[src/rtl/gray_sync_pkg.sv]
// gray_sync_pkg: shared types, limits and helper functions for the Gray-count
// synchroniser/decoder.
package gray_sync_pkg;

   localparam int MIN_SYNC_STAGES = 2;
   localparam int MAX_SYNC_STAGES = 4;
   localparam int MAX_WIDTH       = 32;

   typedef enum logic {
      S_FILL,
      S_RUN
   } fsm_state_t;

   // Bits at or above 'width' are treated as zero, so any bus up to MAX_WIDTH can use this.
   function automatic logic [MAX_WIDTH-1:0] gray2bin(input logic [MAX_WIDTH-1:0] g,
                                                     input int                   width);
      logic [MAX_WIDTH:0] b;
      b = '0;
      for (int i = MAX_WIDTH - 1; i >= 0; i--) begin
         b[i] = (i < width) ? (g[i] ^ b[i+1]) : 1'b0;
      end
      return b[MAX_WIDTH-1:0];
   endfunction

   function automatic int popcount(input logic [MAX_WIDTH-1:0] v);
      int cnt;
      cnt = 0;
      for (int i = 0; i < MAX_WIDTH; i++) begin
         cnt += int'(v[i]);
      end
      return cnt;
   endfunction

endpackage

[src/rtl/gray_sync_decoder_gray_to_binary.sv]
// gray_to_binary: purely combinational Gray-to-binary converter; each binary bit is
// the XOR of all Gray bits at or above it.
module gray_to_binary
   import gray_sync_pkg::*;
#(
   parameter int WIDTH = 4
) (
   input  logic [WIDTH-1:0] gray,
   output logic [WIDTH-1:0] bin
);

   // Written as independent reductions rather than a ripple on bin itself, so the
   // vector never feeds back into its own assignment.
   for (genvar i = 0; i < WIDTH; i++) begin : g_prefix
      assign bin[i] = ^gray[WIDTH-1:i];
   end

endmodule

[src/rtl/gray_sync_decoder.sv]
// gray_sync_decoder: synchronises a foreign-domain Gray count into clk, decodes it to
// binary, reports the per-sample delta and flags multi-bit steps.
// Optional macro GRAY_SYNC_HOLD_ON_ERR_EN: on a multi-bit step only the error flag sets.
module gray_sync_decoder
   import gray_sync_pkg::*;
#(
   parameter int WIDTH       = 4,
   parameter int SYNC_STAGES = 2
) (
   input  logic             clk,
   input  logic             rst_n,
   input  logic [WIDTH-1:0] gray_in,
   input  logic             err_clear,
   output logic [WIDTH-1:0] bin_out,
   output logic             bin_valid,
   output logic [WIDTH-1:0] delta,
   output logic             changed,
   output logic             err_multi_bit
);

   localparam int              CNT_W     = $clog2(SYNC_STAGES + 1);
   localparam logic [CNT_W-1:0] FILL_LAST = CNT_W'(SYNC_STAGES);

   if (SYNC_STAGES < MIN_SYNC_STAGES || SYNC_STAGES > MAX_SYNC_STAGES) begin : g_bad_stages
      $error("gray_sync_decoder: SYNC_STAGES must be in 2..4");
   end
   if (WIDTH < 1 || WIDTH > MAX_WIDTH) begin : g_bad_width
      $error("gray_sync_decoder: WIDTH out of range");
   end

   logic [WIDTH-1:0] sync_q [SYNC_STAGES];
   logic [WIDTH-1:0] gray_s;
   logic [WIDTH-1:0] bin_new;
   logic [WIDTH-1:0] bin_step;
   int               hd;

   fsm_state_t       state_q,     state_d;
   logic [CNT_W-1:0] fill_cnt_q,  fill_cnt_d;
   logic [WIDTH-1:0] gray_prev_q, gray_prev_d;
   logic [WIDTH-1:0] bin_q,       bin_d;
   logic             valid_q,     valid_d;
   logic [WIDTH-1:0] delta_q,     delta_d;
   logic             changed_q,   changed_d;
   logic             err_q,       err_d;
   logic             err_set;

   // NOTE: the synchroniser array is reset on purpose: until the chain has been
   // refilled, outputs must be the defined reset values, not leftover samples.
   always_ff @(posedge clk or negedge rst_n) begin
      if (!rst_n) begin
         for (int i = 0; i < SYNC_STAGES; i++) begin
            sync_q[i] <= '0;
         end
      end else begin
         sync_q[0] <= gray_in;
         for (int i = 1; i < SYNC_STAGES; i++) begin
            sync_q[i] <= sync_q[i-1];
         end
      end
   end

   assign gray_s = sync_q[SYNC_STAGES-1];

   gray_to_binary #(
      .WIDTH(WIDTH)
   ) u_gray_to_binary (
      .gray(gray_s),
      .bin (bin_new)
   );

   // bin_q always equals the decode of gray_prev_q, so it serves as bin_prev.
   assign bin_step = bin_new - bin_q;

   // NOTE: every variable gets a default before the case so no path leaves one
   // unassigned, which would otherwise infer a latch.
   always_comb begin
      hd          = popcount(MAX_WIDTH'(gray_s ^ gray_prev_q));
      state_d     = state_q;
      fill_cnt_d  = fill_cnt_q;
      gray_prev_d = gray_prev_q;
      bin_d       = bin_q;
      valid_d     = valid_q;
      delta_d     = delta_q;
      changed_d   = 1'b0;
      err_set     = 1'b0;

      case (state_q)
         S_FILL: begin
            if (fill_cnt_q == FILL_LAST) begin
               gray_prev_d = gray_s;
               bin_d       = bin_new;
               valid_d     = 1'b1;
               state_d     = S_RUN;
            end else begin
               fill_cnt_d = fill_cnt_q + 1'b1;
            end
         end
         S_RUN: begin
            if (hd == 1) begin
               changed_d   = 1'b1;
               delta_d     = bin_step;
               bin_d       = bin_new;
               gray_prev_d = gray_s;
            end else if (hd > 1) begin
               err_set = 1'b1;
`ifdef GRAY_SYNC_HOLD_ON_ERR_EN
               // Keep the last good value so the next sample is judged against it.
`else
               changed_d   = 1'b1;
               delta_d     = bin_step;
               bin_d       = bin_new;
               gray_prev_d = gray_s;
`endif
            end
         end
         default: state_d = S_FILL;
      endcase

      // A fresh error outranks a simultaneous clear.
      if (err_set) begin
         err_d = 1'b1;
      end else if (err_clear) begin
         err_d = 1'b0;
      end else begin
         err_d = err_q;
      end
   end

   // NOTE: sequential state uses non-blocking assignments so every register samples
   // the pre-edge values, independent of statement order.
   always_ff @(posedge clk or negedge rst_n) begin
      if (!rst_n) begin
         state_q     <= S_FILL;
         fill_cnt_q  <= '0;
         gray_prev_q <= '0;
         bin_q       <= '0;
         valid_q     <= 1'b0;
         delta_q     <= '0;
         changed_q   <= 1'b0;
         err_q       <= 1'b0;
      end else begin
         state_q     <= state_d;
         fill_cnt_q  <= fill_cnt_d;
         gray_prev_q <= gray_prev_d;
         bin_q       <= bin_d;
         valid_q     <= valid_d;
         delta_q     <= delta_d;
         changed_q   <= changed_d;
         err_q       <= err_d;
      end
   end

   assign bin_out       = bin_q;
   assign bin_valid     = valid_q;
   assign delta         = delta_q;
   assign changed       = changed_q;
   assign err_multi_bit = err_q;

endmodule
[config.mk]
export PLATFORM = sky130hd
export DESIGN_NAME = gray_sync_decoder
export DESIGN_NICKNAME = d
export VERILOG_FILES = /design/src/rtl/gray_sync_pkg.sv /design/src/rtl/gray_sync_decoder_gray_to_binary.sv /design/src/rtl/gray_sync_decoder.sv
export SDC_FILE = /design/constraint.sdc
export NUM_CORES = 1
export LEC_CHECK = 0
export ABC_AREA = 1
export CAP_MARGIN = 0
export CORE_ASPECT_RATIO = 0.7
export CORE_MARGIN = 1.5
export CORE_UTILIZATION = 52
export DETAILED_ROUTE_END_ITERATION = 7
export PLACE_DENSITY = 0.8
export SETUP_SLACK_MARGIN = 0.1
export SYNTH_ARGS = -nofsm -noshare
export SYNTH_HDL_FRONTEND = slang
export SYNTH_HIERARCHICAL = 1
export SYNTH_SLANG_ARGS = --single-unit
[constraint.sdc]
create_clock -name clk -period 3.1 [get_ports clk]
set_input_delay 0.31 -clock clk [delete_from_list [all_inputs] [get_ports clk]]
set_output_delay 0.31 -clock clk [all_outputs]
set_load 0.01 [all_outputs]
==> out/results.ini, run 1 <==
[power]
peakVddDrop_mv = 0.4823
p_leak_nw = 0.7958
p_per_area_mw_per_mm2 = 1103

[layout]
fill_cells = 184
final_common_cell = nand2_1
antennaDiodeCount = 0
fin_nets = 175
drive_gt1_share_pct = 5.732
final_cell_mix = nand2_1 (57), dfrtp_1 (26), inv_1 (21), clkdlybuf4s50_1 (17), ha_1 (8)
syn2layout_area_growth_pct = 20.20

[timing]
setup_viol = 0
setup-tns-final_ps = 0
finalCriticalPeriod_ps = 2514
finalWorstSetupSlack_ps = 585.5
maxSlewHeadroom_pct = 79.18
worst_pin_slew_ps = 312.3
finalHoldViolCount = 0
clock.fmax_ghz = 0.3977
rsz0062_at_grt = no
slew_viol_final = 0
finalClockSkew_ps = 6.174
period_share_pct = 81.11

[cts]
cts.sinks = 26
cts_post_setup_buffers_inserted = 0
cts_buffers = 3
ctsHoldBuffers = 0
cts_tree = built
clkLatencyLatePin_ps = 320
cts_root_buf = clkbuf_4
cts_max_level = 1
clk_pin_slew_worst_paths_ps = 140
post_cts_resized = 0
clockBufferDepth = 2

[grt]
grt_max_degree = 27
grt_remaining_overflow = 0
antenna_found_initial = 0
grt_pass1_wl_um = 3332
grt_pass1_vias = 804
grt.total_usage_pct = 17.73

[floorplanning]
pin_count = 18
start_util_pct = 56.41
rows = 14
core_area_mm2 = 0.002207
die_w_um = 61.48
die-area_mm2 = 0.002701
die-height_um = 43.94

[setup_path]
cp.required_ps = 3380
critPathLaunchType = flop
path_common_cell = nand2_1
critical_path_class = flop to flop
path_delay_family = adder cells
crit_path_end_kind = flop
cp_max_fo = 9
slowest_stage = dfrtp_1
crit_chain = xor2_1, fa_1, ha_1, inv_1, ha_1, inv_1, nand3_1, nand2_1, nand2_2, nand2_1, nand2_1, nand2_1
crit_buf_inv = 2
critPathArrivalTime_ps = 2790
max_stage_delay_ps = 500

[yosys]
yosys.area.top_type = dfrtp_1
synth_cell_type_count = 18
synthesis.area_mm2 = 0.001245
synth_area_per_cell_um2 = 9.087
yosysTopAreaCellShare_pct = 52.26
synth.area.top_cells = dfrtp_1 (52%), nand2_1 (17%), ha_1 (8.0%)
ys_warn_count = 6
synth_fp_nets = 154
yosysSeqAreaShare_pct = 52.26
synth_seq_cells = 26
synth_cells = 137

[drt]
vias_per_cell = 4.630
drtAntennaViolNets = 0
totalWireLength_um = 2026
drcViolationCount = 0
drt_pass1_iterations = 4
drt-initial-drc-count = 39
vias = 875
wl_per_cell_um = 10.72

[place]
gp_congestion = 0.7873
port_buffers = 17
pre_cts_ws_ps = 616.2
place_hpwl_um = 1558

[hold_path]
min_path_type = input pin to async pin

[flow_run]
cap_violations = 0

[run_status]
status = completed

[cell usage after synthesis, drive strengths merged]
cell / n
buf: 2
dfrtp: 26
fa: 2
ha: 8
inv: 21
nand2: 60
nand3: 3
nor2: 1
o21ai: 4
o22ai: 1
or2: 2
xnor2: 1
xor2: 6
[cell type report]
| cell class | count | area [um^2] | area share [%] |
|---|---|---|---|
| Timing Repair Buffer | 18 | 177.7 | 11.87 |
| Clock inverter | 1 | 30.03 | 2.007 |
| Inverter | 21 | 78.83 | 5.268 |
| Sequential cell | 26 | 650.6 | 43.48 |
| Clock buffer | 3 | 22.52 | 1.505 |
| Multi-Input combinational cell | 88 | 496.7 | 33.19 |
| Tap cell | 32 | 40.04 | 2.676 |
[through the flow]
stage	cells	total power, mW	utilization [%]	hold slack [ps]	cell area [um^2]
CTS	189	1.665	67.80	335.6	1496
global placement	185	1.363	65.42	331.4	1444
floorplan	137	1.119	-	14.41	1245
detailed placement	185	1.424	65.42	337.9	1444
finish	189	1.651	67.80	327.9	1496
global route	189	1.800	67.80	349.0	1496
[per-layer routing]
metal	global-route usage [%]	share of wire, %	wire [um]
met3	6.567	5.2	106
met4	8.511	1.7	35
met1	20.47	45	908
met5	0	0	0
met2	29.05	48	976
[final timing paths]
path / slack (ps) / from / cells past startpoint / endpoint
setup reg to reg: 590 / gray_s[3]$_DFF_PN0_ / 12 / bin_out[0]$_DFFE_PN0P_
setup / recovery: 590 / gray_s[3]$_DFF_PN0_ / 12 / bin_out[0]$_DFFE_PN0P_
hold / removal: 330 / rst_n / 2 / bin_out[0]$_DFFE_PN0P_
hold reg to reg: 370 / sync_q[5]$_DFF_PN0_ / 0 / gray_s[1]$_DFF_PN0_
min in group clk: 370 / sync_q[5]$_DFF_PN0_ / 0 / gray_s[1]$_DFF_PN0_
max in group asynchronous: 2530 / rst_n / 2 / gray_prev_q[1]$_DFFE_PN0P_
[power by group]
part	switching (mW)	internal, mW	leakage (nW)
Clock	0.0990	0.131	0.0279
Sequential	0.0692	0.451	0.300
Combinational	0.536	0.364	0.468
Total	0.705	0.947	0.796
[sequential cells by signal, summed over array words and instances, names as in the netlist]
| register | cells |
|---|---|
| delta | 4 |
| err_multi_bit | 1 |
| fill_cnt_q | 2 |
| changed | 1 |
| bin_valid | 1 |
| state_q | 1 |
| gray_s | 4 |
| gray_prev_q | 4 |
| sync_q | 4 |
| bin_out | 4 |
[logic make-up (layout without fill, tap and decap cells)]
family	after synthesis	after routing	synth area share [%]
adder cells (fa/ha/maj)	10	10	11.26
flip-flops	26	26	52.26
XOR/XNOR	7	7	4.925
AND/OR/NAND/NOR	66	66	21.61
buffers and inverters	23	43	7.840
AO/OA/AOI/OAI	5	5	2.110
Power figures use the tool's default switching activity.
==> run 2: changes to the inputs <==
- clock period: 3.1 -> 2.4 ns (I/O delays scaled with it)
==> run 2 against run 1 <==
Compared with the run above: non-clock buffer count increased by 5; cell area increased by 4.6%; sequential cell count unchanged; highest routed layer unchanged; sequential share of layout area decreased by 1.8 points; utilization increased by 3.1 points; via count increased by 4.3%.
==> out/results.ini, run 2 (synthesis results as in run 1) <==
[floorplanning]
rows = 14  ; unchanged
pin_count = 18  ; unchanged
die_w_um = 61.48  ; unchanged
die-height_um = 43.94  ; unchanged
core_area_mm2 = 0.002207  ; unchanged
die-area_mm2 = 0.002701  ; unchanged
start_util_pct = 56.41  ; unchanged

[place]
port_buffers = 17  ; unchanged
place_hpwl_um = 1573  ; +1.0%
gp_congestion = 0.7676  ; -2.5%

[timing]
setup_viol = 0  ; unchanged
setup-tns-final_ps = 0  ; unchanged
worst_pin_slew_ps = 324.5  ; +12.17 ps
finalClockSkew_ps = 13.53  ; +7.353 ps
slew_viol_final = 0  ; unchanged
fin_hold_ws_ps = 259.5  ; -68.41 ps
maxSlewHeadroom_pct = 78.37  ; -0.81 points
rsz0062_at_grt = yes
period_share_pct = 93.97  ; +13 points
clock.fmax_ghz = 0.4434  ; +11%
finalCriticalPeriod_ps = 2255  ; -259.1 ps
finalHoldViolCount = 0  ; unchanged

[layout]
antennaDiodeCount = 0  ; unchanged
syn2layout_area_growth_pct = 25.73
final_core_util_pct = 70.92  ; +3.1 points
multi_input_area_um2 = 539.3  ; +8.6%
fin_nets = 180  ; +2.9%
final_cell_mix = nand2_1 (54), dfrtp_1 (25), inv_1 (18), clkdlybuf4s50_1 (17), ha_1 (6)
drive_gt1_share_pct = 16.05  ; +10 points
final_common_cell = nand2_1
fill_cells = 173  ; -6.0%
seq_area_um2 = 651.9  ; +0.19%

[cts]
cts.sinks = 26  ; unchanged
cts_max_level = 1  ; unchanged
clkLatencyLatePin_ps = 330  ; about the same
cts_root_buf = clkbuf_4
cts_buffers = 3  ; unchanged
clk_pin_slew_worst_paths_ps = 140  ; about the same
clockBufferDepth = 2  ; unchanged
cts_tree = built
ctsHoldBuffers = 0  ; unchanged

[drt]
drtAntennaViolNets = 0  ; unchanged
vias = 913  ; +4.3%
wl_per_cell_um = 11.59  ; +8.1%
drcViolationCount = 0  ; unchanged
drt-initial-drc-count = 44  ; +13%
vias_per_cell = 4.706  ; +1.7%
drt_pass1_iterations = 4  ; unchanged
totalWireLength_um = 2249  ; +11%

[setup_path]
critical_path_class = flop to flop
crit_buf_inv = 2  ; unchanged
max_stage_delay_ps = 510  ; about the same
crit_chain = xor2_2, fa_1, ha_2, inv_2, ha_4, inv_2, nand3_2, nand2_2, nand2_2, nand2_2, nand2_1, nand2_1
cp_max_fo = 8  ; -1
rrSetupSlack_ps = 140  ; -440 ps
critPathLaunchType = flop
critPathArrivalTime_ps = 2480  ; -310 ps
cp.required_ps = 2620  ; -760 ps
path_delay_family = adder cells
crit_path_end_kind = flop
path_common_cell = nand2_2
slowest_stage = fa_1

[grt]
grt_pass1_vias = 780  ; -3.0%
antenna_found_initial = 0  ; unchanged
grt_pass1_wl_um = 3436  ; +3.1%
grt_max_degree = 27  ; unchanged
grt.total_usage_pct = 17.82  ; +0.080 points
grt_remaining_overflow = 0  ; unchanged

[power]
p_leak_nw = 0.8155  ; +2.5%
peakVddDrop_mv = 0.6423  ; +33%
p_per_area_mw_per_mm2 = 1488  ; +35%

[run_status]
status = completed

[flow_run]
cap_violations = 0  ; unchanged

[hold_path]
min_path_type = input pin to async pin

run 2: timing repair:
action                     in CTS  in global routing
setup endpoints to repair      11                 13
gates resized for setup         6                  9
setup buffers                   1                  1
pin swaps                       4                  6
run 2: worst paths after layout:
check | from | end | cells past startpoint
min reg2reg | sync_q[6]$_DFF_PN0_ | gray_s[2]$_DFF_PN0_ | 0
max in group asynchronous | rst_n | gray_s[3]$_DFF_PN0_ | 2
min in group clk | gray_in[0] | sync_q[4]$_DFF_PN0_ | 1
min | rst_n | err_multi_bit$_DFFE_PN0P_ | 2
max | gray_s[1]$_DFF_PN0_ | gray_prev_q[0]$_DFFE_PN0P_ | 12
max reg2reg | gray_s[1]$_DFF_PN0_ | gray_prev_q[0]$_DFFE_PN0P_ | 12
run 2: metal layers:
metal	up-vias	routed length (um)	GRT usage, %
met5	-	0	0
met4	0	8	3.830
met3	2	98	6.269
met2	20	1150	29.89
met1	440	990	22.24
li1	451	-	-
run 2: report_power, final:
group,internal [mW],switching [mW]
logic,0.631,0.805
clock network,0.0928,0.128
registers,0.583,0.0897
total,1.31,1.02
run 2: area by class of cell:
| class | instances | share of cell area (%) |
|---|---|---|
| well taps | 32 | 2.558 |
| repair buffers | 23 | 13.99 |
| flip-flops and latches | 26 | 41.65 |
| inverters | 21 | 5.036 |
| multi-input cells | 88 | 34.45 |
| clock buffers | 4 | 2.318 |
run 2: worst register-to-register path: stages, from the launching register on:
cell and delay (ps):
dfrtp_1 430, xor2_2 190, fa_1 510, ha_2 190, inv_2 60, ha_4 260
inv_2 30, nand3_2 80, nand2_2 50, nand2_2 80, nand2_2 120, nand2_1 90
nand2_1 50
run 2: metrics by stage:
step	power, mW	area [um^2]	worst slack (ps)	std cells
6_report	2.330	1565	144.6	194
5_1_grt	2.545	1565	62.39	194
4_1_cts	2.181	1525	111.8	193
3_5_place_dp	1.877	1466	70.03	188
3_3_place_gp	1.813	1466	166.8	188
2_1_floorplan	1.445	1245	166.4	137
